$ cat src/rtl/mac_pkg.sv
// rtl/mac_pkg.sv - shared widths and saturation limits for the MAC array
package mac_pkg;

  localparam int DEF_DATA_W = 8;
  localparam int DEF_ACC_W  = 24;
  localparam int LIM_W      = 64;

  function automatic logic signed [LIM_W-1:0] sat_max(input int w);
    return (64'sd1 <<< (w - 1)) - 64'sd1;
  endfunction

  function automatic logic signed [LIM_W-1:0] sat_min(input int w);
    return -(64'sd1 <<< (w - 1));
  endfunction

endpackage

$ cat src/rtl/sat_add.sv
// rtl/sat_add.sv - signed adder with overflow flag and optional clamp
module sat_add
  import mac_pkg::*;
#(
  parameter int W        = DEF_ACC_W,
  parameter bit SATURATE = 1'b1
) (
  input  logic signed [W-1:0] a,
  input  logic signed [W-1:0] b,
  output logic signed [W-1:0] sum,
  output logic                ovf
);

  localparam logic signed [W-1:0] MAX_V = W'(sat_max(W));
  localparam logic signed [W-1:0] MIN_V = W'(sat_min(W));

  logic signed [W-1:0] raw;

  assign raw = a + b;
  // Only like-signed addends can overflow; the clamp direction follows their sign.
  assign ovf = (a[W-1] == b[W-1]) && (raw[W-1] != a[W-1]);

  always_comb begin
    sum = raw;
    if (SATURATE && ovf) begin
      sum = a[W-1] ? MIN_V : MAX_V;
    end
  end

endmodule

$ cat src/rtl/mac_accum_pe.sv
// rtl/mac_accum_pe.sv - pipelined signed multiply-accumulate PE, one result per frame
module mac_accum_pe
  import mac_pkg::*;
#(
  parameter int DATA_W   = DEF_DATA_W,
  parameter int ACC_W    = DEF_ACC_W,
  parameter bit SATURATE = 1'b1
) (
  input  logic                     clk,
  input  logic                     rst_n,
  input  logic                     in_valid,
  output logic                     in_ready,
  input  logic signed [DATA_W-1:0] in_a,
  input  logic signed [DATA_W-1:0] in_b,
  input  logic                     in_first,
  input  logic                     in_last,
  output logic                     out_valid,
  input  logic                     out_ready,
  output logic signed [ACC_W-1:0]  out_data,
  output logic                     out_ovf
);

  localparam int PROD_W = 2 * DATA_W;

  logic en;

  logic                     s1_valid, s1_first, s1_last;
  logic signed [DATA_W-1:0] s1_a, s1_b;

  logic                     s2_valid, s2_first, s2_last;
  logic signed [PROD_W-1:0] s2_prod;

  logic signed [ACC_W-1:0]  acc;
  logic                     sticky;
  logic signed [ACC_W-1:0]  prod_ext, add_a, acc_nxt;
  logic                     add_ovf, sticky_nxt;

  // A held result freezes the whole pipe so nothing behind it is lost.
  assign en       = !(out_valid && !out_ready);
  assign in_ready = en;

  always_ff @(posedge clk or negedge rst_n) begin
    if (!rst_n) begin
      s1_valid <= 1'b0;
      s1_first <= 1'b0;
      s1_last  <= 1'b0;
      s1_a     <= '0;
      s1_b     <= '0;
    end else if (en) begin
      s1_valid <= in_valid;
      s1_first <= in_first;
      s1_last  <= in_last;
      s1_a     <= in_a;
      s1_b     <= in_b;
    end
  end

  always_ff @(posedge clk or negedge rst_n) begin
    if (!rst_n) begin
      s2_valid <= 1'b0;
      s2_first <= 1'b0;
      s2_last  <= 1'b0;
      s2_prod  <= '0;
    end else if (en) begin
      s2_valid <= s1_valid;
      s2_first <= s1_first;
      s2_last  <= s1_last;
      s2_prod  <= PROD_W'(s1_a) * PROD_W'(s1_b);
    end
  end

  // A frame start adds the product to zero, which can never overflow.
  assign prod_ext   = ACC_W'(s2_prod);
  assign add_a      = s2_first ? '0 : acc;
  assign sticky_nxt = (s2_first ? 1'b0 : sticky) | add_ovf;

  sat_add #(
    .W        (ACC_W),
    .SATURATE (SATURATE)
  ) u_sat_add (
    .a   (add_a),
    .b   (prod_ext),
    .sum (acc_nxt),
    .ovf (add_ovf)
  );

  always_ff @(posedge clk or negedge rst_n) begin
    if (!rst_n) begin
      acc    <= '0;
      sticky <= 1'b0;
    end else if (en && s2_valid) begin
      acc    <= acc_nxt;
      sticky <= sticky_nxt;
    end
  end

  always_ff @(posedge clk or negedge rst_n) begin
    if (!rst_n) begin
      out_valid <= 1'b0;
      out_data  <= '0;
      out_ovf   <= 1'b0;
    end else if (en) begin
      out_valid <= s2_valid && s2_last;
      if (s2_valid && s2_last) begin
        out_data <= acc_nxt;
        out_ovf  <= sticky_nxt;
      end
    end
  end

endmodule
$ cat config.mk
export PLATFORM = sky130hd
export DESIGN_NAME = mac_accum_pe
export DESIGN_NICKNAME = d
export VERILOG_FILES = /design/src/rtl/mac_pkg.sv /design/src/rtl/sat_add.sv /design/src/rtl/mac_accum_pe.sv
export SDC_FILE = /design/constraint.sdc
export NUM_CORES = 1
export LEC_CHECK = 0
export ABC_CLOCK_PERIOD_IN_PS = 8100
export CORE_MARGIN = 1
export CORE_UTILIZATION = 25
export CTS_CLUSTER_DIAMETER = 60
export CTS_CLUSTER_SIZE = 40
export DETAILED_ROUTE_END_ITERATION = 8
export PLACE_DENSITY = 0.52
export SLEW_MARGIN = 20
export SYNTH_ARGS = -nofsm -noshare
export SYNTH_HDL_FRONTEND = slang
export SYNTH_SLANG_ARGS = --single-unit
$ cat constraint.sdc
create_clock -name clk -period 8.1 [get_ports clk]
set_clock_uncertainty 0.1 [all_clocks]
set_input_delay 1.215 -clock clk [delete_from_list [all_inputs] [get_ports clk]]
set_output_delay 1.215 -clock clk [all_outputs]
set_load 0.01 [all_outputs]
==> Word level (Yosys, flattened, before mapping) <==
Cells that the tools add are included.
{ "word_totals": {"register_bits": 89, "input_bits": 22, "out_inout_bits": 27, "word_cells": 31} }
{ "classes": {"addsub": 1, "mul": 1, "eq_ne": 2, "n_mux": 4, "bitwise": 2, "reduce_logical": 7} }
{ "op_table": {"columns": ["operator", "n"], "rows": [
  ["24-bit two-way mux", 3],
  ["24-bit by 16-bit adder with 24-bit output", 1],
  ["8-bit by 8-bit multiplier with 16-bit output", 1],
  ["1-bit logical AND", 4],
  ["1-bit logical NOT", 2],
  ["2-bit AND reduction", 1],
  ["1-bit equality test", 1],
  ["1-bit two-way mux", 1],
  ["1-bit != test", 1],
  ["1-bit NOT", 1],
  ["1-bit bitwise OR", 1]
]} }

==> Logic depth before layout (Yosys ltp) <==
{ "depth": {"ltp_word": 5, "mapped_depth": 20, "depth_no_buf": 19} }

==> Cells and area by module <==
From an unflattened synthesis, not the netlist that was laid out.
{ "unflattened": {"cells_unflattened": 800, "area_unflattened_um2": 7563.5} }
{ "modules_own_cells": {"columns": ["mod", "instances", "cells_per_inst", "area_each_um2", "seq_area_each_um2"], "rows": [
  ["mac_accum_pe", 1, 565, 5960.7, 2227.1],
  ["sat_add", 1, 235, 1602.8, 0.0]
]} }

==> Worst setup path after synthesis <==
No wires, ideal clock.
{ "synth_timing": {"path_type": "register -> register", "from": "register s1_b[4]", "to": "register s2_prod[15]", "setup_time_ps": 142, "arrival_ps": 4348, "required_ps": 7858, "setup_slack_ps": 3511, "stages_incl_launch_ff": 18, "path_buffers": 1, "period_less_slack_ps": 4589, "cell_sequence": "dfrtp_1 > clkbuf_1 > and2_1 > fa_1 > inv_1 > fa_1 > inv_1 > fa_1 > inv_1 > fa_1 > inv_1 > ha_1 > and3_1 > a21oi_1 > o21ai_0 > o41ai_1 > xnor2_1 > a21oi_1"} }
{ "synth_between": {"elab_chain_len": 1} }
{ "synth_rtl": {"columns": ["element", "line_no", "source"], "rows": [
  ["start: declaration", "mac_accum_pe.sv:28", "logic signed [DATA_W-1:0] s1_a, s1_b;"],
  ["start signal: assignment", "mac_accum_pe.sv:54", "s1_b <= in_b;"],
  ["8-bit by 8-bit multiplier with 16-bit output", "mac_accum_pe.sv:68", "s2_prod <= PROD_W'(s1_a) * PROD_W'(s1_b);"],
  ["end signal: assignment", "mac_accum_pe.sv:68", null],
  ["end: declaration", "mac_accum_pe.sv:31", "logic signed [PROD_W-1:0] s2_prod;"]
]} }
No other way between the ends.
A chain may end at the register's enable or synchronous reset.

==> Final worst setup path <==
{ "layout_timing": {"from": "register s1_a[3]", "to": "register s2_prod[15]"} }
{ "layout_between": {"elab_chain_len": 1} }
{ "layout_rtl": {"columns": ["element", "line_no", "source"], "rows": [
  ["start: declaration", "mac_accum_pe.sv:28", null],
  ["start signal: assignment", "mac_accum_pe.sv:53", "s1_a <= in_a;"],
  ["8-bit by 8-bit multiplier with 16-bit output", "mac_accum_pe.sv:68", null]
]} }
No other way between the ends.

==> qor.log <==
INFO  global_routing number_of_global_route_vias_before_repair=5584
INFO  floorplanning  die_height=174um
INFO  routing        route.detailed.wl_per_inst=13.4um
INFO  synthesis      post_synth_instance_area=7380um^2
INFO  sta            number_of_failing_hold_endpoints_at_the_final_stage=0
INFO  routing        first_pass_iters=4
INFO  critical_path  worst-endpoint-arrival=5020ps
INFO  sta            worst_pin_slew=992ps
INFO  global_routing global_route_wire_length_before_repair=28800um
INFO  status         status=finished clean
INFO  synthesis      yosys_reg_bits=89
INFO  routing        drt_first_iter_violations=221
INFO  sta            setup-violations-final=0
INFO  clock_tree     cts.sink_count=89
INFO  sta            max_freq=0.204GHz
INFO  floorplanning  floorplan.die.width=174um
INFO  sta            final_sum_of_negative_setup_slack=0ps
INFO  synthesis      synth_sequential_area_ratio=0.302
INFO  clock_tree     cts_repair_resize_count=0
INFO  global_routing grt_overflow=0
INFO  routing        drc_errors=0
INFO  synthesis      yosysUniqueCellTypes=58
INFO  synthesis      postSynthAreaPerCell=8.78um^2
INFO  sta            rsz0062_at_grt=false
INFO  routing        antenna_left=0
INFO  final_layout   layout.filler_cells=3081
INFO  clock_tree     clock_tree.root_cell=sky130_fd_sc_hd__clkbuf_16
INFO  floorplanning  boundaryPins=49
INFO  floorplanning  coreArea=28900um^2
INFO  clock_tree     cts.clk_slew.worst_paths=70ps
INFO  sta            final.period_utilization=0.604
INFO  synthesis      synthCells=841
INFO  routing        totalWireLength=17000um
INFO  final_layout   layout-drive-gt1-share=0.0455
INFO  clock_tree     h-tree-depth=3
INFO  synthesis      synth_flop_cell=sky130_fd_sc_hd__dfrtp_1
INFO  critical_path  worstSetupPathType=reg -> reg
INFO  placement      dp_worst_setup_slack=3160ps
INFO  synthesis      synth-edff-count=0
INFO  placement      placed_cell_area=8270um^2
INFO  sta            final_period_minus_worst_setup_slack=4890ps
INFO  final_layout   layout.cell_area.non_filler=8600um^2
INFO  global_routing antenna_violations_before_repair=0
INFO  global_routing grt_max_degree=73
INFO  floorplanning  die-area=30200um^2
INFO  global_routing grt_util_all_layers=0.119
INFO  clock_tree     worstSkewPairLatency=350ps
INFO  placement      finalWeightedCongestion=0.854
INFO  floorplanning  initial_core_utilization=0.256
INFO  critical_path  critPathRequiredTime=8230ps
INFO  clock_tree     hold_buffers=0
INFO  clock_tree     cts_tree=built
INFO  placement      detailed_place_hpwl=13200um
INFO  hold_path      hp-class=reg -> reg
INFO  synthesis      yosys_warnings=0
INFO  critical_path  timing.critical_path.from_type=register
INFO  routing        vias=5586
INFO  floorplanning  number_of_core_rows=62
INFO  run            cap_viol_max_count=0
INFO  final_layout   antenna_cells=0
INFO  sta            timing.final.ws_setup=3210ps
INFO  clock_tree     postCtsSetupBuffers=0
INFO  clock_tree     cts.path.max_buffers=2
INFO  critical_path  crit_path_max_fanout=9
INFO  final_layout   area.growth.synth_to_final=16.5%
INFO  final_layout   net_count_reported_at_finish=1005
INFO  routing        via_per_inst=4.42
INFO  placement      port_buffers=48
INFO  synthesis      async_flop_share=1.00
INFO  critical_path  setup.worst_path.end_class=register
INFO  sta            slew_viol_final=0
INFO  clock_tree     tritoncts.num_buffers=9
INFO  synthesis      postSynthNetCount=971
INFO  sta            rel_slew_slack=0.339
per-layer routing:
layer,wire length (um),part of all wire,GRT usage
met1,8250,0.49,0.160
met2,8050,0.47,0.196
met3,481,0.028,0.0208
met4,187,0.011,0.0311
met5,0,0,0
Yosys cell counts (2+ instances only):
cell / number / share of area
sky130_fd_sc_hd__nand2_1: 147 / 0.075
sky130_fd_sc_hd__inv_1: 93 / 0.047
sky130_fd_sc_hd__dfrtp_1: 89 / 0.30
sky130_fd_sc_hd__fa_1: 56 / 0.15
sky130_fd_sc_hd__ha_1: 52 / 0.088
sky130_fd_sc_hd__a21oi_1: 46 / 0.031
sky130_fd_sc_hd__and2_1: 44 / 0.037
sky130_fd_sc_hd__o21ai_0: 42 / 0.028
sky130_fd_sc_hd__nor2_1: 40 / 0.020
sky130_fd_sc_hd__nor2b_1: 34 / 0.029
sky130_fd_sc_hd__clkbuf_1: 23 / 0.012
sky130_fd_sc_hd__xnor2_1: 16 / 0.019
sky130_fd_sc_hd__nand3_1: 14 / 0.0095
sky130_fd_sc_hd__nor3_1: 10 / 0.0068
sky130_fd_sc_hd__o21a_1: 10 / 0.010
sky130_fd_sc_hd__a21o_1: 8 / 0.0081
sky130_fd_sc_hd__a31oi_1: 8 / 0.0068
sky130_fd_sc_hd__mux2_2: 8 / 0.012
sky130_fd_sc_hd__mux2i_1: 7 / 0.0095
sky130_fd_sc_hd__nand2b_1: 7 / 0.0059
sky130_fd_sc_hd__o211ai_1: 7 / 0.0071
sky130_fd_sc_hd__or3_1: 7 / 0.0059
sky130_fd_sc_hd__xor2_1: 7 / 0.0083
sky130_fd_sc_hd__buf_2: 6 / 0.0041
sky130_fd_sc_hd__o31ai_1: 6 / 0.0061
sky130_fd_sc_hd__a211oi_1: 5 / 0.0051
sky130_fd_sc_hd__and3_1: 4 / 0.0034
sky130_fd_sc_hd__and4_1: 3 / 0.0036
sky130_fd_sc_hd__nand3b_1: 3 / 0.0030
sky130_fd_sc_hd__nand4_1: 3 / 0.0025
sky130_fd_sc_hd__o31a_1: 3 / 0.0036
sky130_fd_sc_hd__a211o_1: 2 / 0.0024
sky130_fd_sc_hd__nor2_2: 2 / 0.0017
sky130_fd_sc_hd__nor3b_1: 2 / 0.0020
sky130_fd_sc_hd__o2111ai_1: 2 / 0.0024
sky130_fd_sc_hd__o41ai_1: 2 / 0.0024
sky130_fd_sc_hd__or2_2: 2 / 0.0017
worst max-delay path, stage by stage, from the launching register on:
cell,delay [ps]
sky130_fd_sc_hd__dfrtp_1,470
sky130_fd_sc_hd__and2_1,210
sky130_fd_sc_hd__fa_1,530
sky130_fd_sc_hd__inv_1,50
sky130_fd_sc_hd__fa_1,470
sky130_fd_sc_hd__inv_1,50
sky130_fd_sc_hd__fa_1,520
sky130_fd_sc_hd__inv_1,50
sky130_fd_sc_hd__fa_1,520
sky130_fd_sc_hd__inv_1,40
sky130_fd_sc_hd__ha_1,320
sky130_fd_sc_hd__nand2_1,60
sky130_fd_sc_hd__o21ai_0,130
sky130_fd_sc_hd__o41ai_1,420
sky130_fd_sc_hd__o21ai_0,210
sky130_fd_sc_hd__o41ai_1,360
sky130_fd_sc_hd__xnor2_1,160
sky130_fd_sc_hd__a21oi_1,80
flip-flops by register name, indices dropped and copies added (netlist names), 8 cells and up:
signal / cells
out_data: 24
s1_b: 8
s1_a: 8
acc: 24
s2_prod: 16
path summary, 6_finish.rpt:
path / from / end / slack, ps / cells after the start
worst min-delay path: s1_first / s1_first / 370 / 2
worst max register to register: s1_a[3] / s2_prod[15] / 3210 / 17
min in group asynchronous: rst_n / s2_prod[0] / 620 / 1
max in group asynchronous: rst_n / out_data[23] / 6110 / 2
worst max-delay path: s1_a[3] / s2_prod[15] / 3210 / 17
worst min register to register: s1_first / s1_first / 370 / 2
layout make-up:
class | instances | area, um^2 | area share
clock buffers | 9 | 225 | 0.0262
clock inverters | 7 | 106 | 0.0124
inverters | 94 | 353 | 0.0410
multi-input cells | 628 | 4690 | 0.546
flip-flops and latches | 89 | 2230 | 0.259
well taps | 384 | 480 | 0.0559
repair buffers | 53 | 515 | 0.0599
cell usage in the layout, fill, tap and decap left out, types with 9 or more instances in the layout:
cell and instances:
sky130_fd_sc_hd__nor2_1 40, sky130_fd_sc_hd__ha_1 52, sky130_fd_sc_hd__nor3_1 10, sky130_fd_sc_hd__xnor2_1 16
sky130_fd_sc_hd__fa_1 56, sky130_fd_sc_hd__clkdlybuf4s50_1 47, sky130_fd_sc_hd__nor2b_1 33, sky130_fd_sc_hd__o21ai_0 42
sky130_fd_sc_hd__and2_1 44, sky130_fd_sc_hd__a21oi_1 46, sky130_fd_sc_hd__dfrtp_1 89, sky130_fd_sc_hd__clkbuf_16 9
sky130_fd_sc_hd__inv_1 93, sky130_fd_sc_hd__nand3_1 14, sky130_fd_sc_hd__nand2_1 147, sky130_fd_sc_hd__o21a_1 10
cells by family (layout without fill, tap and decap cells):
group	after synthesis	in the layout	share of synthesized area
simple gates	325	325	0.211
xor+xnor	23	23	0.0273
mux	15	15	0.0217
compound gates	157	157	0.135
fa+ha+maj	108	108	0.240
flops	89	89	0.302
buf+inv	124	163	0.0640
metrics by stage:
stage,utilization,hold slack (ps),instances
3_5_place_dp,0.287,356,1248
4_1_cts,0.298,371,1264
6_report,0.298,369,1264
3_3_place_gp,0.287,350,1248
2_1_floorplan,-,337,841
5_1_grt,0.298,399,1264
Power is not shown: default switching activity piles up to over one toggle a cycle in this logic, so the estimate is an artifact.
